**src/rtl/mem_wb_skid_reg.sv**
```systemverilog
`timescale 1ns/1ps
`default_nettype none
// ============================================================================
// Module   : mem_wb_skid_reg
// Purpose  : MEM/WB pipeline register with a valid/ready handshake.
//            A two-entry skid buffer absorbs back-pressure, so in_ready
//            depends only on state. The stage also provides pre-muxed
//            write-back data and enable for the register file and the
//            forwarding unit.
// Option   : define MEM_WB_PERF_CNT_EN to add the retire_cnt and
//            stall_cnt performance counters.
// Revision : 1.0 - initial release
// ============================================================================
module mem_wb_skid_reg #(
  parameter int DATA_W         = 32,
  parameter int RD_W           = 5,
  parameter int ZERO_REG_GUARD = 1
) (
  input  logic              clk,
  input  logic              reset,
  input  logic              flush,
  input  logic              in_valid,
  output logic              in_ready,
  input  logic              in_mem_to_reg,
  input  logic              in_reg_write,
  input  logic [RD_W-1:0]   in_rd,
  input  logic [DATA_W-1:0] in_alu_result,
  input  logic [DATA_W-1:0] in_read_data,
  output logic              out_valid,
  input  logic              out_ready,
  output logic              out_mem_to_reg,
  output logic              out_reg_write,
  output logic [RD_W-1:0]   out_rd,
  output logic [DATA_W-1:0] out_alu_result,
  output logic [DATA_W-1:0] out_read_data,
  output logic [DATA_W-1:0] wb_data,
  output logic              wb_en
`ifdef MEM_WB_PERF_CNT_EN
  ,
  output logic [31:0]       retire_cnt,
  output logic [31:0]       stall_cnt
`endif
);

  // One held pipeline entry.
  typedef struct packed {
    logic              mem_to_reg;
    logic              reg_write;
    logic [RD_W-1:0]   rd;
    logic [DATA_W-1:0] alu_result;
    logic [DATA_W-1:0] read_data;
  } entry_t;

  // EMPTY: nothing held. MAIN: head only. FULL: head plus skid.
  typedef enum logic [1:0] {
    ST_EMPTY = 2'd0,
    ST_MAIN  = 2'd1,
    ST_FULL  = 2'd2
  } state_t;

  state_t r_state;
  state_t w_state_next;
  entry_t r_main;
  entry_t r_skid;
  entry_t w_main_next;
  entry_t w_skid_next;
  entry_t w_in_entry;

  logic w_accept;
  logic w_pop;
  logic w_rd_zero;
  logic w_guard_hit;
  logic w_wb_en;

  // Pack the incoming fields into one entry.
  assign w_in_entry.mem_to_reg = in_mem_to_reg;
  assign w_in_entry.reg_write  = in_reg_write;
  assign w_in_entry.rd         = in_rd;
  assign w_in_entry.alu_result = in_alu_result;
  assign w_in_entry.read_data  = in_read_data;

  // Handshake. in_ready decodes the state register only, so there is no
  // combinational path from out_ready to in_ready.
  assign in_ready  = (r_state != ST_FULL);
  assign out_valid = (r_state != ST_EMPTY);
  assign w_accept  = in_valid & in_ready;
  assign w_pop     = out_valid & out_ready;

  // Next state and next entry contents. Flush overrides any accept in the
  // same cycle. Slots that become empty are zeroed, so the outputs never
  // show stale data.
  always_comb begin
    w_state_next = r_state;
    w_main_next  = r_main;
    w_skid_next  = r_skid;
    if (flush) begin
      w_state_next = ST_EMPTY;
      w_main_next  = '0;
      w_skid_next  = '0;
    end else begin
      case (r_state)
        ST_EMPTY: begin
          if (w_accept) begin
            w_state_next = ST_MAIN;
            w_main_next  = w_in_entry;
          end
        end
        ST_MAIN: begin
          case ({w_accept, w_pop})
            2'b11: begin
              // The head retires and the new entry takes its place.
              w_main_next = w_in_entry;
            end
            2'b10: begin
              // The head is stalled, so the new entry parks in the skid slot.
              w_state_next = ST_FULL;
              w_skid_next  = w_in_entry;
            end
            2'b01: begin
              w_state_next = ST_EMPTY;
              w_main_next  = '0;
            end
            default: begin
            end
          endcase
        end
        ST_FULL: begin
          if (w_pop) begin
            w_state_next = ST_MAIN;
            w_main_next  = r_skid;
            w_skid_next  = '0;
          end
        end
        default: begin
          w_state_next = ST_EMPTY;
          w_main_next  = '0;
          w_skid_next  = '0;
        end
      endcase
    end
  end

  // Register the state and both entries. Reset is asynchronous.
  always_ff @(posedge clk or posedge reset) begin
    if (reset) begin
      r_state <= ST_EMPTY;
      r_main  <= '0;
      r_skid  <= '0;
    end else begin
      r_state <= w_state_next;
      r_main  <= w_main_next;
      r_skid  <= w_skid_next;
    end
  end

  // The head entry drives the outputs.
  assign out_mem_to_reg = r_main.mem_to_reg;
  assign out_reg_write  = r_main.reg_write;
  assign out_rd         = r_main.rd;
  assign out_alu_result = r_main.alu_result;
  assign out_read_data  = r_main.read_data;

  // Write-back mux and enable. A bubble never writes the register file, and
  // x0 stays read-only when the guard is enabled.
  assign wb_data     = r_main.mem_to_reg ? r_main.read_data : r_main.alu_result;
  assign w_rd_zero   = (r_main.rd == '0);
  assign w_guard_hit = (ZERO_REG_GUARD != 0) && w_rd_zero;
  assign w_wb_en     = w_pop & r_main.reg_write & ~w_guard_hit;
  assign wb_en       = w_wb_en;

`ifdef MEM_WB_PERF_CNT_EN
  logic [31:0] r_retire_cnt;
  logic [31:0] r_stall_cnt;

  // Count register-file writes and blocked upstream cycles. Both counters
  // wrap, and only reset clears them; flush leaves them unchanged.
  always_ff @(posedge clk or posedge reset) begin
    if (reset) begin
      r_retire_cnt <= 32'd0;
      r_stall_cnt  <= 32'd0;
    end else begin
      if (w_wb_en) begin
        r_retire_cnt <= r_retire_cnt + 32'd1;
      end
      if (in_valid && !in_ready) begin
        r_stall_cnt <= r_stall_cnt + 32'd1;
      end
    end
  end

  assign retire_cnt = r_retire_cnt;
  assign stall_cnt  = r_stall_cnt;
`else
  // Without the counters, the stage is just the handshake register above.
`endif

endmodule
`default_nettype wire

```
**config.mk**
```make
export PLATFORM = sky130hd
export DESIGN_NAME = mem_wb_skid_reg
export DESIGN_NICKNAME = d
export VERILOG_FILES = /design/src/rtl/mem_wb_skid_reg.sv
export SDC_FILE = /design/constraint.sdc
export NUM_CORES = 1
export LEC_CHECK = 0
export BUFFER_PORTS_ARGS = -buffer_cell sky130_fd_sc_hd__buf_2
export CAP_MARGIN = 20
export CORE_MARGIN = 10
export CORE_UTILIZATION = 35
export CTS_CLUSTER_DIAMETER = 100
export CTS_CLUSTER_SIZE = 24
export DETAILED_ROUTE_END_ITERATION = 8
export GPL_ROUTABILITY_DRIVEN = 0
export GPL_TIMING_DRIVEN = 0
export HOLD_SLACK_MARGIN = 0.06
export SLEW_MARGIN = 40
export SYNTH_ARGS = -nofsm -noshare
export SYNTH_HDL_FRONTEND = slang
export SYNTH_SLANG_ARGS = --single-unit
export TNS_END_PERCENT = 20
```
**constraint.sdc**
```tcl
create_clock -name clk -period 4.7 [get_ports clk]
set_clock_uncertainty 0.2 [all_clocks]
set_input_delay 0.94 -clock clk [delete_from_list [all_inputs] [get_ports clk]]
set_output_delay 0.94 -clock clk [all_outputs]
set_load 0.05 [all_outputs]
```
# ---- Yosys cells after proc, flatten, opt, wreduce, memory -nomap -nowiden
# Index checks and enable logic that the tools add are counted.
dict set report op_classes {
  reduce_logical 6
  n_mux 15
  n_bitwise 5
  eq_ne 12
}
# operator n
set ops {}
lappend ops {{$mux W71} 6}
lappend ops {{$pmux W71 S3} 2}
lappend ops {{$pmux W71 S2} 1}
lappend ops {{$mux W32} 1}
lappend ops {{$ne A3 B3 Y1 const B} 3}
lappend ops {{$reduce_and A3 Y1} 3}
lappend ops {{$eq A2 B2 Y1 const B} 3}
lappend ops {{$mux W2} 3}
lappend ops {{$pmux W2 S3} 1}
lappend ops {{$logic_not A5 Y1} 1}
lappend ops {{$and A1 B1 Y1} 4}
lappend ops {{$eq A2 B1 Y1 const B} 2}
lappend ops {{$ne A2 B2 Y1 const B} 2}
lappend ops {{$ne A4 B2 Y1 const B} 1}
lappend ops {{$ne A4 B3 Y1 const B} 1}
lappend ops {{$pmux W2 S2} 1}
lappend ops {{$logic_not A2 Y1} 1}
lappend ops {{$reduce_bool A2 Y1} 1}
lappend ops {{$not A1 Y1} 1}
dict set report totals {
  elab_cells 49
  reg_bits 144
  out_inout_bits 106
  in_bits 76
}

# ---- Longest topological paths before layout
# Gate-level depths: netlist of run 1.
dict set report depth {
  word_depth 6
  ltp_mapped 7
  depth_no_buf 4
}

# ---- Least setup slack after synthesis of run 1
# No wires, ideal clock.
dict set report synth_timing {
  kind {flip-flop to output port}
  startpoint {reg r_main, in the netlist out_mem_to_reg}
  endpoint {out wb_data[10]}
  arrival_time_ns 1.716
  n_path_buf 2
  setup_slack_ns 1.844
  stages_incl_launch_ff 4
  t_required_ns 3.560
  path_cell_list {dfrtp_1 > clkbuf_1 > clkbuf_1 > mux2_2}
}
dict set report synth_between {
  elab_chain_cells 1
}
# element line_no
set synth_lines {}
lappend synth_lines {{start: declaration} 63} ;# entry_t r_main;
lappend synth_lines {{start signal: assignment} 151} ;# r_main <= w_main_next;
lappend synth_lines {{$mux W32} 165} ;# assign wb_data = r_main.mem_to_reg ? r_main.read_data : r_main.alu_result;
lappend synth_lines {{end: declaration} 36} ;# output logic [DATA_W-1:0] wb_data,
# No other way between the ends.

# ---- Worst setup path after layout of run 1
dict set report layout_timing {
  startpoint {reg r_main, in the netlist out_mem_to_reg}
  endpoint {out wb_data[26]}
}
# Same word-level chain as after synthesis.

==> results of run 1 <==
cells in the mapped netlist:
cell	instances
nor2b_1	1
clkbuf_1	22
mux2i_1	72
inv_1	72
o2111a_1	1
mux2_2	103
buf_4	9
nor2_1	72
or2_2	1
buf_2	21
dfrtp_1	144
o22a_1	2
a211oi_1	1
nor4b_2	1
nand3b_1	1
nand2b_1	1
inv_2	1
nor2_2	2
a211oi_4	1
buf_6	8
nand2_1	71
nor3b_1	2
a22oi_1	71
a21oi_4	1
a21oi_1	72
or4_1	1
worst max-delay path by stage:
stage                                         end                       start
floorplan           out_alu_result[0]$_DFFE_PP0P_                       reset
global placement            out_rd[0]$_DFFE_PP0P_                       reset
detailed placement                    wb_data[27]  out_mem_to_reg$_DFFE_PP0P_
CTS                                   wb_data[22]  out_mem_to_reg$_DFFE_PP0P_
global route                          wb_data[24]  out_mem_to_reg$_DFFE_PP0P_
finish                                wb_data[26]  out_mem_to_reg$_DFFE_PP0P_
logic make-up (layout without fill, tap and decap cells):
logic type | count (synthesis) | count (layout) | synth area share
AOI/OAI and AO/OA | 149 | 149 | 0.126
DFF | 144 | 144 | 0.469
muxes | 175 | 175 | 0.245
and+or+nand+nor | 153 | 153 | 0.0798
buffers and inverters | 133 | 351 | 0.0806
other | 0 | 4 | 0
cell type report:
| cell class | instances | area share |
|---|---|---|
| Sequential cell | 144 | 0.371 |
| Multi-Input combinational cell | 477 | 0.356 |
| Timing Repair Buffer | 186 | 0.110 |
| Clock buffer | 17 | 0.0438 |
| Tap cell | 280 | 0.0360 |
| Buffer | 60 | 0.0355 |
| Inverter | 73 | 0.0286 |
| Clock inverter | 15 | 0.0187 |
| Antenna cell | 4 | 0.00103 |
power by group through the flow:
| stage | Clock [W] | Combinational, W | Sequential, W |
|---|---|---|---|
| after detailed placement | 0 | 0.00136 | 0.00149 |
| after CTS | 0.00145 | 0.00137 | 0.00147 |
| final | 0.00142 | 0.00135 | 0.00147 |
| after global routing | 0.00150 | 0.00144 | 0.00149 |
| after global placement | 0 | 0.00134 | 0.00149 |
| after floorplan | 0 | 0.000666 | 0.00180 |
per-layer routing:
metal,GRT usage,vias to the layer above,share of wire
met1,0.225,3044,0.46
met3,0.0482,10,0.061
met5,0,-,0.00055
met4,0.0329,2,0.0051
li1,-,3012,-
met2,0.262,164,0.47
critical path, cell delays in order, from the launching register on:
cell and delay [ps]:
dfrtp_1 330, clkbuf_1 500, clkbuf_1 680, mux2_2 410
buf_2 210
metrics by stage:
stage	setup WS, ps	cells
after global routing	873	1252
after floorplan	1750	754
after CTS	893	1252
after global placement	612	1213
final	991	1256
after detailed placement	1350	1220
==> flow_metrics.py, run 1 <==
metrics = {
    "status": {
        "status": "complete, no violations",
    },
    "pwr": {
        "peakVddDrop_v": 0.000253,
        "clkPwrFrac": 0.334,
        "power_density_nw_per_um2": 436,
        "power.total_w": 0.00423,
        "internal-power_w": 0.00259,
        "swShare": 0.389,
        "p_seq_frac": 0.347,
        "switchingPower_w": 0.00165,
        "p_leak_nw": 4.55,
        "power_frac_comb": 0.319,
    },
    "global_route": {
        "antenna_found_initial": 3,
        "grt_overflow": 0,
        "grt_pass1_vias": 6428,
        "grt_pass1_wl_um": 37500,
        "grt_max_degree": 24,
        "grt_usage": 0.167,
    },
    "sta": {
        "tns_ps": 0,
        "slew_viol_final": 0,
        "period_needed_ps": 3710,
        "fmax_ghz": 0.270,
        "slew_headroom": 0.436,
        "setup_viol": 0,
        "hold_viol": 0,
        "tightest_slew_ps": 847,
        "hold_slack_ps": 238,
        "rsz0062_at_grt": "no",
        "period_share": 0.789,
    },
    "critical_path": {
        "worstPathMaxFanout": 10,
        "r2r_start": "r_state[0]$_DFFE_PP0P_",
        "rr_worst_depth": 5,
        "cp_data_arrival_time_ps": 2570,
        "endpoint_kind": "primary output",
        "crit_type": "flip-flop to primary output",
        "crit_required_ps": 3560,
        "rrSetupSlack_ps": 2330,
        "start_kind": "flip-flop",
        "r2r-end": "out_read_data[26]$_DFFE_PP0P_",
    },
    "finish": {
        "multiInputGateArea_um2": 3460,
        "nets": 1035,
        "synthToLayoutAreaGrowth_pct": 26.5,
        "final_cell_mix": "200 x buf_2, 144 x dfrtp_1, 103 x mux2_2",
        "final_common_cell": "buf_2",
        "final_area_um2": 9720,
        "regMostFlops": "r_skid",
        "finish.utilization": 0.448,
        "area.sequential_um2": 3600,
        "largest_reg_flops": 71,
        "n_fill_cell": 2098,
        "layout-drive-gt1-share": 0.378,
    },
    "drt": {
        "wl_per_cell_um": 19.0,
        "ant_nets": 0,
        "dr.pass1.iters": 4,
        "viasPerCell": 4.96,
        "drc": 0,
        "vias": 6232,
        "wl_um": 23800,
        "drt-initial-drc-count": 345,
    },
    "clock_network": {
        "clockBufferDepth": 2,
        "cts_tree": "built",
        "holdBufCountCts": 0,
        "numCtsBuffers": 17,
        "clk-insertion-delay-late_ps": 420,
        "cts.repair.resized": 0,
        "cts.sinks": 144,
        "cts_root_buf": "clkbuf_16",
        "cts_max_level": 4,
        "post_cts_buffers": 0,
        "clk_pin_slew_worst_paths_ps": 60,
    },
    "yosys": {
        "syn-num-nets": 830,
        "seq_area_frac_synth": 0.469,
        "synthesis.area_um2": 7680,
        "syn_inst": 754,
        "synth_area_per_cell_um2": 10.2,
        "ys_types": 26,
        "synth_area_leader_cell": "dfrtp_1",
        "ys_warn_count": 0,
        "synth_top_area_share": 0.469,
        "ys_ff_latch": 144,
        "synthTopCellsByArea": "dfrtp_1 47%, mux2_2 15%, mux2i_1 9.4%",
    },
    "floorplan": {
        "core_um2": 21700,
        "boundaryPins": 182,
        "die_x_um": 168,
        "rows": 54,
        "dieArea_um2": 28300,
        "start_util": 0.354,
        "die_h_um": 168,
    },
    "hold_path": {
        "hold_path.class": "input port to async pin",
    },
    "flow_run": {
        "max-cap-violations": 0,
    },
    "place": {
        "dp_hpwl_um": 17600,
        "postPlaceCellArea_um2": 9100,
        "port-buffer-count": 179,
    },
}
Power figures use the tool's default switching activity.
==> inputs of run 2 (changes only) <==
--- a/config.mk
+++ b/config.mk
@@ -5,6 +5,7 @@
 export SDC_FILE = /design/constraint.sdc
 export NUM_CORES = 1
 export LEC_CHECK = 0
+export ABC_AREA = 1
 export BUFFER_PORTS_ARGS = -buffer_cell sky130_fd_sc_hd__buf_2
 export CAP_MARGIN = 20
 export CORE_MARGIN = 10
==> constraint.sdc (replaced) <==
create_clock -name clk -period 3.8 [get_ports clk]
set_clock_uncertainty 0.2 [all_clocks]
set_input_delay 0.76 -clock clk [delete_from_list [all_inputs] [get_ports clk]]
set_output_delay 0.76 -clock clk [all_outputs]
set_load 0.05 [all_outputs]
==> run 2 against run 1 <==
Synthesized area increased by 20%. Clock-buffer cell count is 4 higher. Global-route usage up 2.4 points. Synthesized cell count up 74%. Worst hold slack worse by 82 ps. Cell area up 16%. Flip-flop and latch count unchanged. Wire length grew 36%. Critical path type unchanged. Largest cell class is now multi-input combinational cells.
==> flow_metrics.py, run 2 <==
metrics = {
    "critical_path": {
        "crit_type": "flip-flop to primary output",
        "rrSetupSlack_ps": 1910,
        "endpoint_kind": "primary output",
        "worstPathMaxFanout": 10,
        "crit_required_ps": 2840,
        "rr_worst_depth": 8,
        "r2r_start": "r_state[0]$_DFFE_PP0P_",
        "cp_data_arrival_time_ps": 2300,
        "start_kind": "flip-flop",
        "r2r-end": "out_read_data[15]$_DFFE_PP0P_",
    },
    "pwr": {
        "power.total_w": 0.00586,
        "p_seq_frac": 0.328,
        "swShare": 0.439,
        "internal-power_w": 0.00329,
        "clkPwrFrac": 0.278,
        "peakVddDrop_v": 0.000347,
        "switchingPower_w": 0.00257,
        "p_leak_nw": 6.36,
        "power_density_nw_per_um2": 520,
        "power_frac_comb": 0.394,
    },
    "hold_path": {
        "hold_path.class": "input port to async pin",
    },
    "finish": {
        "fin_cells": 1863,
        "nets": 1591,
        "largest_reg_flops": 71,
        "layout-drive-gt1-share": 0.274,
        "area.sequential_um2": 3600,
        "synthToLayoutAreaGrowth_pct": 22.3,
        "multiInputGateArea_um2": 4420,
        "n_fill_cell": 2772,
        "final_cell_mix": "359 x nand2_1, 240 x buf_2, 214 x nand3_1, 146 x inv_1, 144 x dfrtp_1",
        "final_common_cell": "nand2_1",
        "regMostFlops": "r_skid",
    },
    "yosys": {
        "synth_area_per_cell_um2": 7.04,
        "seq_area_frac_synth": 0.391,
        "ys_top_cells_by_count": "359 x nand2_1, 214 x nand3_1, 147 x inv_1",
        "ys_types": 27,
        "synth_most_common_cell": "nand2_1",
        "synth_top_area_share": 0.391,
        "synthesis.area_um2": 9220,
        "synth_area_leader_cell": "dfrtp_1",
        "ys_ff_latch": 144,
        "syn-num-nets": 1385,
        "syn_inst": 1309,
        "async_flop_share": 1.00,
        "synth-edff-count": 0,
        "ys_warn_count": 0,
        "synth_ff_type": "dfrtp_1",
        "synthTopCellsByArea": "dfrtp_1 39%, nand2_1 15%, nand3_1 12%",
    },
    "global_route": {
        "grt_max_degree": 25,
        "grt_usage": 0.191,
        "antenna_found_initial": 4,
        "grt_overflow": 0,
        "grt_pass1_wl_um": 51100,
        "grt_pass1_vias": 8978,
    },
    "place": {
        "dp_cells": 1831,
        "dp_hpwl_um": 24200,
        "pre_cts_slack_ps": 1020,
        "port-buffer-count": 180,
    },
    "clock_network": {
        "clk-insertion-delay-late_ps": 440,
        "cts_max_level": 4,
        "numCtsBuffers": 17,
        "clk_pin_slew_worst_paths_ps": 60,
        "cts.repair.resized": 0,
        "post_cts_buffers": 0,
        "cts.sinks": 144,
        "clockBufferDepth": 2,
        "holdBufCountCts": 0,
        "cts_root_buf": "clkbuf_16",
        "cts_tree": "built",
    },
    "drt": {
        "wl_um": 32300,
        "drc": 0,
        "viasPerCell": 4.95,
        "ant_nets": 0,
        "vias": 9225,
        "drt-initial-drc-count": 880,
        "dr.pass1.iters": 6,
        "wl_per_cell_um": 17.4,
    },
    "flow_run": {
        "max-cap-violations": 0,
    },
    "floorplan": {
        "rows": 59,
        "boundaryPins": 182,
        "start_util": 0.355,
        "dieArea_um2": 33200,
        "die_h_um": 182,
        "core_um2": 26000,
        "die_x_um": 182,
    },
    "sta": {
        "hold_viol": 0,
        "slew_viol_final": 0,
        "rsz0062_at_grt": "no",
        "period_needed_ps": 3260,
        "setup_viol": 0,
        "setup_slack_ps": 540,
        "fmax_ghz": 0.307,
        "period_share": 0.858,
        "tns_ps": 0,
        "slew_headroom": 0.593,
        "tightest_slew_ps": 611,
    },
    "status": {
        "status": "complete, no violations",
    },
}
run 2: logic make-up (layout without fill, tap and decap cells):
kind of cell	count (synthesis)	after routing	share of synthesized area
flops	144	144	0.391
other cells	0	1	0
mux	32	32	0.0391
compound gates	75	75	0.0427
buf+inv	254	472	0.130
simple gates	804	804	0.397
run 2: worst max-delay path, stage by stage (launching register included):
cell,delay [ps]
dfrtp_1,360
clkbuf_1,450
buf_2,430
mux2_2,380
buf_2,220
run 2: final cells by class:
type / count / share of cell area
multi-input combinational: 911 / 0.392
timing repair buffer: 187 / 0.0956
inverter: 154 / 0.0520
sequential: 144 / 0.319
tap: 335 / 0.0372
buffer: 100 / 0.0547
clock inverter: 10 / 0.00765
clock buffer: 21 / 0.0417
antenna: 1 / 0.000222
run 2: how the worst max path moves through the flow:
stage                                          start                    end
after floorplan                            out_ready                  wb_en
after global placement                         reset  r_skid[0]$_DFFE_PP0P_
after detailed placement  out_mem_to_reg$_DFFE_PP0P_            wb_data[24]
after CTS                 out_mem_to_reg$_DFFE_PP0P_            wb_data[23]
after global routing      out_mem_to_reg$_DFFE_PP0P_            wb_data[23]
final                     out_mem_to_reg$_DFFE_PP0P_            wb_data[23]
run 2: through the flow:
step	utilization	instance area, um^2	hold slack [ps]
3_5_place_dp	0.413	10700	267
3_3_place_gp	0.406	10500	258
4_1_cts	0.434	11300	158
5_1_grt	0.434	11300	175
2_1_floorplan	-	9230	243
6_report	0.434	11300	156
run 2: layer usage:
layer  vias to the layer above  track usage  wire, um  part of all wire
met3                        45       0.0382      2080             0.064
met5                         -            0        22           0.00068
met1                      4315        0.242     14000              0.43
li1                       4543            -         -                 -
met4                         4       0.0638       721             0.022
met2                       318        0.318     15500              0.48
run 2: power groups by stage:
stage,combinational (W),clock [W],sequential (W)
after detailed placement,0.00232,0,0.00195
after floorplan,0.00127,0,0.00232
final,0.00231,0.00163,0.00192
after CTS,0.00233,0.00166,0.00192
after global routing,0.00249,0.00172,0.00194
after global placement,0.00228,0,0.00194
